===== src/rtl/fetch_stage_pkg.sv =====
// Shared types and constants for the RV32I fetch stage: FSM encodings,
// the canonical NOP and the PC increment helper.
package fetch_stage_pkg;

    typedef enum logic [1:0] {
        S_REQ  = 2'd0,
        S_WAIT = 2'd1,
        S_HOLD = 2'd2,
        S_KILL = 2'd3
    } fetch_state_e;

    localparam logic [31:0] NOP_INSTR_DEF = 32'h0000_0013;

    function automatic logic [31:0] pc_inc(input logic [31:0] pc);
        return pc + 32'd4;
    endfunction

endpackage


===== src/rtl/fetch_stage_if.sv =====
// Instruction-memory bus: single-outstanding request pulse plus response.
interface fetch_stage_if;
    logic        imem_req;
    logic [31:0] imem_addr;
    logic        imem_rvalid;
    logic [31:0] imem_rdata;

    modport master (output imem_req, imem_addr, input imem_rvalid, imem_rdata);
    modport slave  (input imem_req, imem_addr, output imem_rvalid, imem_rdata);
endinterface


===== src/rtl/fetch_stage_skid.sv =====
// One-entry skid buffer for {instr, pc}; clear wins over load.
module if_skid_reg (
    input  logic        clk,
    input  logic        rst,
    input  logic        load_i,
    input  logic        clear_i,
    input  logic [31:0] instr_i,
    input  logic [31:0] pc_i,
    output logic        valid_o,
    output logic [31:0] instr_o,
    output logic [31:0] pc_o
);
    logic        valid_q;
    logic [31:0] instr_q, pc_q;

    always_ff @(posedge clk) begin
        if (rst || clear_i) begin
            valid_q <= 1'b0;
        end else if (load_i) begin
            valid_q <= 1'b1;
        end
        if (rst) begin
            instr_q <= '0;
            pc_q    <= '0;
        end else if (load_i && !clear_i) begin
            instr_q <= instr_i;
            pc_q    <= pc_i;
        end
    end

    assign valid_o = valid_q;
    assign instr_o = instr_q;
    assign pc_o    = pc_q;
endmodule


===== src/rtl/fetch_stage.sv =====
// RV32I fetch stage with IF/ID register, decode-stall skid and redirect kill.
// Optional misaligned-target trap: define FETCH_MISALIGN_TRAP_EN.
module fetch_stage
    import fetch_stage_pkg::*;
#(
    parameter logic [31:0] RESET_PC  = 32'h0000_0000,
    parameter logic [31:0] NOP_INSTR = NOP_INSTR_DEF
) (
    input  logic                 clk,
    input  logic                 rst,
    fetch_stage_if.master        imem,
    input  logic                 redirect_valid,
    input  logic [31:0]          redirect_pc,
    input  logic                 stall_id,
    output logic                 id_valid,
    output logic [31:0]          id_instr,
    output logic [31:0]          id_pc,
    output logic [31:0]          id_pc_plus4,
    output logic                 id_fault
);
    fetch_state_e state_q, state_d;
    logic [31:0]  pc_q, pc_d, addr_q, addr_d;
    logic         req_q, req_d;
    logic         idv_q, idv_d, fault_q, fault_d;
    logic [31:0]  idi_q, idi_d, idpc_q, idpc_d, idpc4_q, idpc4_d;
    logic         skid_load, skid_clear, skid_valid;
    logic [31:0]  skid_instr, skid_pc;
    logic         misalign;
    logic [31:0]  tgt;

`ifdef FETCH_MISALIGN_TRAP_EN
    assign misalign = (redirect_pc[1:0] != 2'b00);
    assign tgt      = redirect_pc;
`else
    assign misalign = 1'b0;
    assign tgt      = redirect_pc & ~32'h3;
`endif

    if_skid_reg u_skid (
        .clk     (clk),
        .rst     (rst),
        .load_i  (skid_load),
        .clear_i (skid_clear),
        .instr_i (imem.imem_rdata),
        .pc_i    (pc_q),
        .valid_o (skid_valid),
        .instr_o (skid_instr),
        .pc_o    (skid_pc)
    );

    always_comb begin
        state_d = state_q;   pc_d = pc_q;       req_d = 1'b0;     addr_d = addr_q;
        idv_d = idv_q;       idi_d = idi_q;     idpc_d = idpc_q;  idpc4_d = idpc4_q;
        fault_d = fault_q;   skid_load = 1'b0;  skid_clear = 1'b0;
        if (!stall_id) begin
            idv_d = 1'b0; idi_d = NOP_INSTR; fault_d = 1'b0;
        end
        case (state_q)
            // Entering S_REQ with a new pc already drives the pulse; req_q=0
            // here only after reset, so issue it now.
            S_REQ: if (!req_q) begin
                req_d = 1'b1; addr_d = pc_q;
            end else begin
                state_d = S_WAIT;
            end
            S_WAIT: if (imem.imem_rvalid) begin
                if (!idv_q || !stall_id) begin
                    idv_d = 1'b1; idi_d = imem.imem_rdata; fault_d = 1'b0;
                    idpc_d = pc_q; idpc4_d = pc_inc(pc_q);
                    pc_d = pc_inc(pc_q); req_d = 1'b1; addr_d = pc_inc(pc_q);
                    state_d = S_REQ;
                end else begin
                    skid_load = 1'b1; state_d = S_HOLD;
                end
            end
            // An empty skid in S_HOLD means a parked misaligned fault.
            S_HOLD: if (skid_valid && !stall_id) begin
                idv_d = 1'b1; idi_d = skid_instr; fault_d = 1'b0;
                idpc_d = skid_pc; idpc4_d = pc_inc(skid_pc); skid_clear = 1'b1;
                pc_d = pc_inc(pc_q); req_d = 1'b1; addr_d = pc_inc(pc_q);
                state_d = S_REQ;
            end
            S_KILL: if (imem.imem_rvalid) begin
                req_d = 1'b1; addr_d = pc_q; state_d = S_REQ;
            end
            default: state_d = S_REQ;
        endcase

        if (redirect_valid) begin
            idv_d = 1'b0; idi_d = NOP_INSTR; fault_d = 1'b0;
            skid_load = 1'b0; skid_clear = 1'b1; pc_d = tgt;
            req_d = 1'b0; addr_d = addr_q;
            // A same-cycle rvalid retires the outstanding request even in S_KILL.
            if (state_q == S_WAIT || state_q == S_KILL)
                state_d = imem.imem_rvalid ? S_REQ : S_KILL;
            else if (state_q == S_REQ && req_q)
                state_d = S_KILL;
            else
                state_d = S_REQ;
            if (state_d == S_REQ) begin
                req_d = 1'b1; addr_d = tgt;
            end
            if (misalign) begin
                state_d = S_HOLD; req_d = 1'b0; addr_d = addr_q;
                idv_d = 1'b1; fault_d = 1'b1; idi_d = NOP_INSTR;
                idpc_d = redirect_pc; idpc4_d = pc_inc(redirect_pc);
            end
        end
    end

    always_ff @(posedge clk) begin
        if (rst) begin
            state_q <= S_REQ;     pc_q <= RESET_PC;   req_q <= 1'b0;  addr_q <= RESET_PC;
            idv_q <= 1'b0;        idi_q <= NOP_INSTR; idpc_q <= '0;   idpc4_q <= 32'd4;
            fault_q <= 1'b0;
        end else begin
            state_q <= state_d;   pc_q <= pc_d;       req_q <= req_d; addr_q <= addr_d;
            idv_q <= idv_d;       idi_q <= idi_d;     idpc_q <= idpc_d; idpc4_q <= idpc4_d;
            fault_q <= fault_d;
        end
    end

    assign imem.imem_req  = req_q;
    assign imem.imem_addr = addr_q;
    assign id_valid       = idv_q;
    assign id_instr       = idi_q;
    assign id_pc          = idpc_q;
    assign id_pc_plus4    = idpc4_q;
    assign id_fault       = fault_q;
endmodule


===== src/flat_wrapper.sv =====
// flat-port wrapper written by rule: the top's interface ports become plain ports
module fetch_stage_flat import fetch_stage_pkg::*;
#(
    parameter logic [31:0] RESET_PC  = 32'h0000_0000,
    parameter logic [31:0] NOP_INSTR = NOP_INSTR_DEF
)
  (clk, rst, redirect_valid, redirect_pc, stall_id, id_valid, id_instr, id_pc, id_pc_plus4, id_fault, imem_imem_req, imem_imem_addr, imem_imem_rvalid, imem_imem_rdata);
  fetch_stage_if imem_i ();
  input  logic clk;
  input  logic rst;
  input  logic redirect_valid;
  input  logic [31:0] redirect_pc;
  input  logic stall_id;
  output logic id_valid;
  output logic [31:0] id_instr;
  output logic [31:0] id_pc;
  output logic [31:0] id_pc_plus4;
  output logic id_fault;
  output wire logic [$bits(imem_i.imem_req)-1:0] imem_imem_req;
  output wire logic [$bits(imem_i.imem_addr)-1:0] imem_imem_addr;
  input wire logic [$bits(imem_i.imem_rvalid)-1:0] imem_imem_rvalid;
  input wire logic [$bits(imem_i.imem_rdata)-1:0] imem_imem_rdata;
  assign imem_imem_req = imem_i.imem_req;
  assign imem_imem_addr = imem_i.imem_addr;
  assign imem_i.imem_rvalid = imem_imem_rvalid;
  assign imem_i.imem_rdata = imem_imem_rdata;
  fetch_stage #(.RESET_PC(RESET_PC), .NOP_INSTR(NOP_INSTR)) u_core (.clk(clk), .rst(rst), .imem(imem_i), .redirect_valid(redirect_valid), .redirect_pc(redirect_pc), .stall_id(stall_id), .id_valid(id_valid), .id_instr(id_instr), .id_pc(id_pc), .id_pc_plus4(id_pc_plus4), .id_fault(id_fault));
endmodule

===== config.mk =====
export PLATFORM = sky130hd
export DESIGN_NAME = fetch_stage_flat
export DESIGN_NICKNAME = d
export VERILOG_FILES = /design/src/rtl/fetch_stage_pkg.sv /design/src/rtl/fetch_stage_if.sv /design/src/rtl/fetch_stage_skid.sv /design/src/rtl/fetch_stage.sv /design/src/flat_wrapper.sv
export SDC_FILE = /design/constraint.sdc
export NUM_CORES = 1
export LEC_CHECK = 0
export BUFFER_PORTS_ARGS = -buffer_cell sky130_fd_sc_hd__buf_2
export CORE_MARGIN = 2
export CORE_UTILIZATION = 50
export DETAILED_ROUTE_END_ITERATION = 6
export PLACE_DENSITY_LB_ADDON = 0.05
export SLEW_MARGIN = 15
export SYNTH_ARGS = -nofsm -noshare
export SYNTH_HDL_FRONTEND = slang
export SYNTH_HIERARCHICAL = 1
export SYNTH_SLANG_ARGS = --single-unit
export TNS_END_PERCENT = 100

===== constraint.sdc =====
create_clock -name clk -period 3.2 [get_ports clk]
set_clock_uncertainty 0.1 [all_clocks]
set_input_delay 0.64 -clock clk [delete_from_list [all_inputs] [get_ports clk]]
set_output_delay 0.64 -clock clk [all_outputs]
set_load 0.02 [all_outputs]

Word level (Yosys, flattened, before mapping)
Index checks and enable logic that the tools add are counted.
{"block": "word_totals", "register_bits": 230, "in_bits": 69, "out_inout_bits": 131, "elab_cells": 102}
{"block": "classes", "add_sub_neg": 2, "eq_ne": 13, "mux": 56, "reduce_logical": 18}
{"op": "$mux W32", "count": 16}
{"op": "$pmux W32 S2", "count": 4}
{"op": "$pmux W32 S4", "count": 1}
{"op": "$add A32 B3 Y32 const B", "count": 2}
{"op": "$mux W1", "count": 21}
{"op": "$mux W2", "count": 10}
{"op": "$reduce_and A4 Y1", "count": 3}
{"op": "$ne A3 B2 Y1 const B", "count": 3}
{"op": "$ne A3 B3 Y1 const B", "count": 3}
{"op": "$pmux W2 S4", "count": 1}
{"op": "$ne A2 B1 Y1 const B", "count": 3}
{"op": "$reduce_and A6 Y1", "count": 1}
{"op": "$eq A2 B2 Y1 const B", "count": 2}
{"op": "$logic_not A2 Y1", "count": 2}
{"op": "$pmux W1 S2", "count": 2}
{"op": "$pmux W1 S4", "count": 1}
{"op": "$logic_and A1 B1 Y1", "count": 3}
{"op": "$logic_not A1 Y1", "count": 3}
{"op": "$logic_or A1 B1 Y1", "count": 3}
{"op": "$reduce_bool A3 Y1", "count": 1}
{"op": "$eq A2 B1 Y1 const B", "count": 1}
{"op": "$ne A2 B2 Y1 const B", "count": 1}
{"op": "$reduce_bool A2 Y1", "count": 1}
{"op": "$reduce_or A2 Y1", "count": 1}

Logic depth before layout (Yosys ltp)
{"block": "depth", "word_depth": 8, "mapped_depth": 11, "depth_no_buf": 8}

By module
The synthesis kept the hierarchy.
{"module": "fetch_stage", "n_inst": 1, "cells_per_inst": 1075, "area_per_inst_um2": 8757.1, "seq_area_each_um2": 3183.1}
{"module": "if_skid_reg", "n_inst": 1, "cells_per_inst": 295, "area_per_inst_um2": 2995.4, "seq_area_each_um2": 1301.2}

Worst setup path after synthesis
Ideal clock, no wire load.
{"block": "synth_path", "path_kind": "register -> register", "startpoint": "register u_core.state_q[0]", "endpoint": "register u_core.u_skid.pc_q[3], in the netlist u_core/u_skid/pc_o[3]", "setup_time_ps": 69, "arrival_time_ps": 2247, "t_required_ps": 3031, "slack_ps": 785, "stages_incl_launch_ff": 12, "n_path_buf": 5, "synth_period_minus_slack_ps": 2415, "cell_sequence": "dfxtp_1 > inv_1 > ha_1 > clkbuf_1 > inv_1 > clkbuf_1 > clkbuf_1 > o21ai_0 > buf_2 > buf_2 > nand4bb_1 > o21ai_1"}
{"block": "synth_via", "elab_chain_len": 5, "word_cells_on_any_way": 8, "classes_between": "eq/ne (2); mux (4); reduce/logical (2)"}
{"item": "from (decl)", "line": "fetch_stage.sv:21", "text": "fetch_state_e state_q, state_d;"}
{"item": "from (signal assigned)", "line": "fetch_stage.sv:117", "text": "state_q <= state_d; pc_q <= pc_d; req_q <= req_d; addr_q <= addr_d;"}
{"item": "$eq A2 B2 Y1", "line": "fetch_stage.sv:58", "text": "case (state_q)"}
{"item": "$mux W1", "line": "fetch_stage.sv:58"}
{"item": "$mux W1", "line": "fetch_stage.sv:89", "text": "if (redirect_valid) begin"}
{"item": "net u_core.skid_clear", "line": "fetch_stage.sv:26", "text": "logic skid_load, skid_clear, skid_valid;"}
{"item": "$logic_not A1 Y1", "line": "fetch_stage_skid.sv:25", "text": "end else if (load_i && !clear_i) begin"}
{"item": "$logic_and A1 B1 Y1", "line": "fetch_stage_skid.sv:25"}
{"item": "to (signal assigned)", "line": "fetch_stage_skid.sv:27", "text": "pc_q <= pc_i;"}
{"item": "to (decl)", "line": "fetch_stage_skid.sv:14", "text": "logic [31:0] instr_q, pc_q;"}
The timed path passes the listed nets, and every way through them passes these cells.
A chain may end at the register's enable or synchronous reset.

Worst setup path after layout
{"block": "layout_path", "startpoint": "register u_core.state_q[1]", "endpoint": "register u_core.idpc4_q[29], in the netlist u_core/id_pc_plus4[29]"}
{"block": "layout_via", "elab_chain_len": 3, "word_cells_on_any_way": 8, "classes_between": "eq/ne (5); mux (1); reduce/logical (2)"}
{"item": "$eq A2 B1 Y1 or $eq A2 B2 Y1 (tied branches)", "line": "fetch_stage.sv:58"}
{"item": "$ne A2 B1 Y1 (no source line) (tied with other cells)"}
{"item": "$reduce_and A4 Y1 (no source line)"}
{"item": "to (signal assigned)", "line": "fetch_stage.sv:118", "text": "idv_q <= idv_d; idi_q <= idi_d; idpc_q <= idpc_d; idpc4_q <= idpc4_d;"}
{"item": "to (decl)", "line": "fetch_stage.sv:25", "text": "logic [31:0] idi_q, idi_d, idpc_q, idpc_d, idpc4_q, idpc4_d;"}
Parallel ways exist; a longest one is shown, timed or not.

==> flow_summary.json <==
{
  "status": "complete, no violations",
  "fp.coreArea_sq_um": 23300,
  "arrival_ps": 3190,
  "critPathMaxFanout": 13,
  "hold_violations": 0,
  "hold_buffers": 0,
  "clkPwrFrac_pct": 37.3,
  "switching_share_pct": 32.8,
  "crit_slowest_cell": "nand2_1",
  "finalSetupTns_ps": 0,
  "crit_chain": "inv_1 -> ha_1 -> nand2_1 -> o22a_1 -> o32ai_4 -> nand2_1 -> o311ai_1",
  "min_period_over_period_pct": 89.8,
  "max_freq_mhz": 348,
  "final_cell_mix": "dfxtp_1 (224), buf_2 (194), nor2_1 (133)",
  "criticalPathCategory": "flop to flop",
  "synth_edf_count": 0,
  "cp_common_cell": "nand2_1",
  "internal_power_mw": 5.89,
  "drtPass1Iterations": 5,
  "fin_area_sq_um": 13800,
  "drcViolationCount": 0,
  "via_per_inst": 5.77,
  "wl_um": 34700,
  "ctsResizeCount": 0,
  "cts_tree": "built",
  "synthArstFlopShare_pct": 0,
  "syn_area_sq_um": 11800,
  "postCtsSetupRepairBufs": 0,
  "drt-initial-drc-count": 937,
  "synthCells": 1370,
  "antenna_found_initial": 0,
  "dpl-instance-area_sq_um": 12900,
  "die_area_sq_um": 24700,
  "p_comb_share_pct": 25.9,
  "routedWlPerCell_um": 18.9,
  "slowest_delay_ps": 550,
  "clock-sinks": 224,
  "area_growth_pct": 17.6,
  "path_buf_inv": 1,
  "ios": 200,
  "fillers": 2166,
  "synth_seq_area_share_pct": 38.2,
  "final_common_cell": "dfxtp_1",
  "endpoint_kind": "flop",
  "rsz0062_at_grt": "false",
  "seq_power_share_pct": 36.9,
  "required_ps": 3520,
  "ys_types": 64,
  "p_per_area_nw_per_um2": 634,
  "slew_viol_final": 0,
  "grt_pass1_wl_um": 53500,
  "cts_root_buf": "clkbuf_16",
  "num_rows": 56,
  "yosysWarnings": 6,
  "grt_pass1_vias": 9764,
  "max_slew.worst_pin.slew_ps": 827,
  "die_y_um": 157,
  "place_hpwl_um": 22900,
  "start_util_pct": 50.5,
  "cp_top_family": "compound AO/OA/AOI/OAI gates",
  "irDropWorstVdd_uv": 391,
  "cts_htree_levels": 1,
  "clk_path_buf_depth": 3,
  "setup_viol": 0,
  "ys_ff_latch": 224,
  "grt_max_degree": 157,
  "nets": 1573,
  "synthFlopType": "dfxtp_1",
  "insertion_delay_ps": 520,
  "gp_congestion": 0.896,
  "min_period_ps": 2870,
  "grt.total_usage_pct": 27.0,
  "postSynthAreaPerCell_sq_um": 8.58,
  "clk_pin_slew_ps": 60,
  "relSlewSlack_pct": 44.7,
  "dieWidth_um": 157,
  "gr-total-overflow": 0,
  "critPathLaunchType": "flop",
  "hold_path_class": "input pin to flop",
  "maxCapViolations": 0,
  "power.leakage_nw": 5.31,
  "drive_gt1_share_pct": 20.0,
  "cts_buffers": 25,
  "num_vias": 10600,
  "ant_nets": 0,
  "net-switching-power_mw": 2.88,
  "port_buffers": 195
}
==> final timing paths <==
check / startpoint / end / slack [ps] / depth (start not counted)
max: u_core/state_q[1] / u_core/id_pc_plus4[29] / 330 / 7
max reg2reg: u_core/state_q[1] / u_core/id_pc_plus4[29] / 330 / 7
min reg2reg: u_core/id_pc_plus4[7] / u_core/id_pc_plus4[7] / 350 / 2
min: imem_imem_rdata[1] / u_core/id_instr[1] / 290 / 3
==> layer usage <==
metal	wire, um	track usage, %
met5	0	0
met4	509	5.63
met3	2170	3.77
met2	15900	44.1
met1	16100	38.1
==> tightest hold or removal path, delay by kind of cell <==
| family | cells | cell delay (ps) |
|---|---|---|
| AOI/OAI and AO/OA | 2 | 140 |
| buffers and inverters | 1 | 90 |
==> state kept, by name, summed over array words and instances (netlist names) <==
name	count
u_core/id_instr	32
u_core/id_pc	32
u_core/u_skid/instr_o	32
u_core/u_skid/pc_o	32
u_core/id_pc_plus4	30
u_core/imem.imem_addr	30
u_core/pc_q	30
u_core/state_q	2
u_core/id_fault	1
u_core/id_valid	1
u_core/imem.imem_req	1
u_core/u_skid/valid_o	1
==> cells in the mapped netlist, drive strengths merged, types with 3 or more instances <==
master   count  area, sq um
dfxtp      224         4480
nor2       136          510
nand2      119          447
o21ai      101          509
buf         77          457
nand2b      72          450
nand4bb     64          721
clkbuf      63          236
xnor2       58          508
a211oi      51          393
a21oi       48          240
xor2        45          394
mux2i       38          380
a22o        32          280
a22oi       31          233
nand3       29          158
nand4       29          203
nor3        18         95.1
and3        15         93.8
o211ai      11         82.6
inv         10         37.5
and4         9         78.8
nor4         8         77.6
or3          8         50.1
a311oi       7         61.3
ha           7         87.6
and2         5         31.3
o22ai        5         31.3
a211o        4         35.0
a31oi        4         25.0
a32o         4         40.0
o211a        4         40.0
o31ai        4         30.0
a222oi       3         30.0
nor2b        3         18.8
o311a        3         30.0
==> cells by family (layout without fill, tap and decap cells) <==
family	count (synthesis)	in the layout	synth area share (%)
compound gates	325	325	18.5
xor+xnor	103	103	7.68
fa+ha+maj	7	7	0.745
buf+inv	151	293	6.25
flops	224	224	38.2
mux	39	39	3.33
other cells	1	5	0.0319
simple gates	520	520	25.3
==> layout make-up <==
| class | instances | area (sq um) | share of cell area, % |
|---|---|---|---|
| Sequential cell | 224 | 4480 | 32.4 |
| Tap cell | 319 | 399 | 2.89 |
| Clock buffer | 32 | 692 | 5.00 |
| Multi-Input combinational cell | 998 | 6610 | 47.8 |
| Inverter | 11 | 41.3 | 0.299 |
| Timing Repair Buffer | 237 | 1350 | 9.75 |
| Antenna cell | 1 | 2.50 | 0.0181 |
| Clock inverter | 13 | 246 | 1.78 |
==> power groups by stage <==
stage	sequential [mW]	clock, mW	combinational [mW]
final	3.23	3.27	2.27
after global routing	3.26	3.45	2.46
after CTS	3.23	3.33	2.27
after detailed placement	3.29	0	2.26
after global placement	3.29	0	2.24
after floorplan	3.49	0	1.27
==> metrics by stage <==
step / total power, mW / setup slack (ps) / util [%] / hold slack [ps] / cells
3_3_place_gp: 5.53 / 334 / 55.4 / 331 / 1789
5_1_grt: 9.17 / 135 / 59.4 / 293 / 1834
4_1_cts: 8.83 / 346 / 59.4 / 265 / 1834
3_5_place_dp: 5.55 / 291 / 55.4 / 342 / 1789
2_1_floorplan: 4.76 / 785 / - / 342 / 1373
6_report: 8.76 / 326 / 59.4 / 286 / 1835
Power figures use the tool's default switching activity.
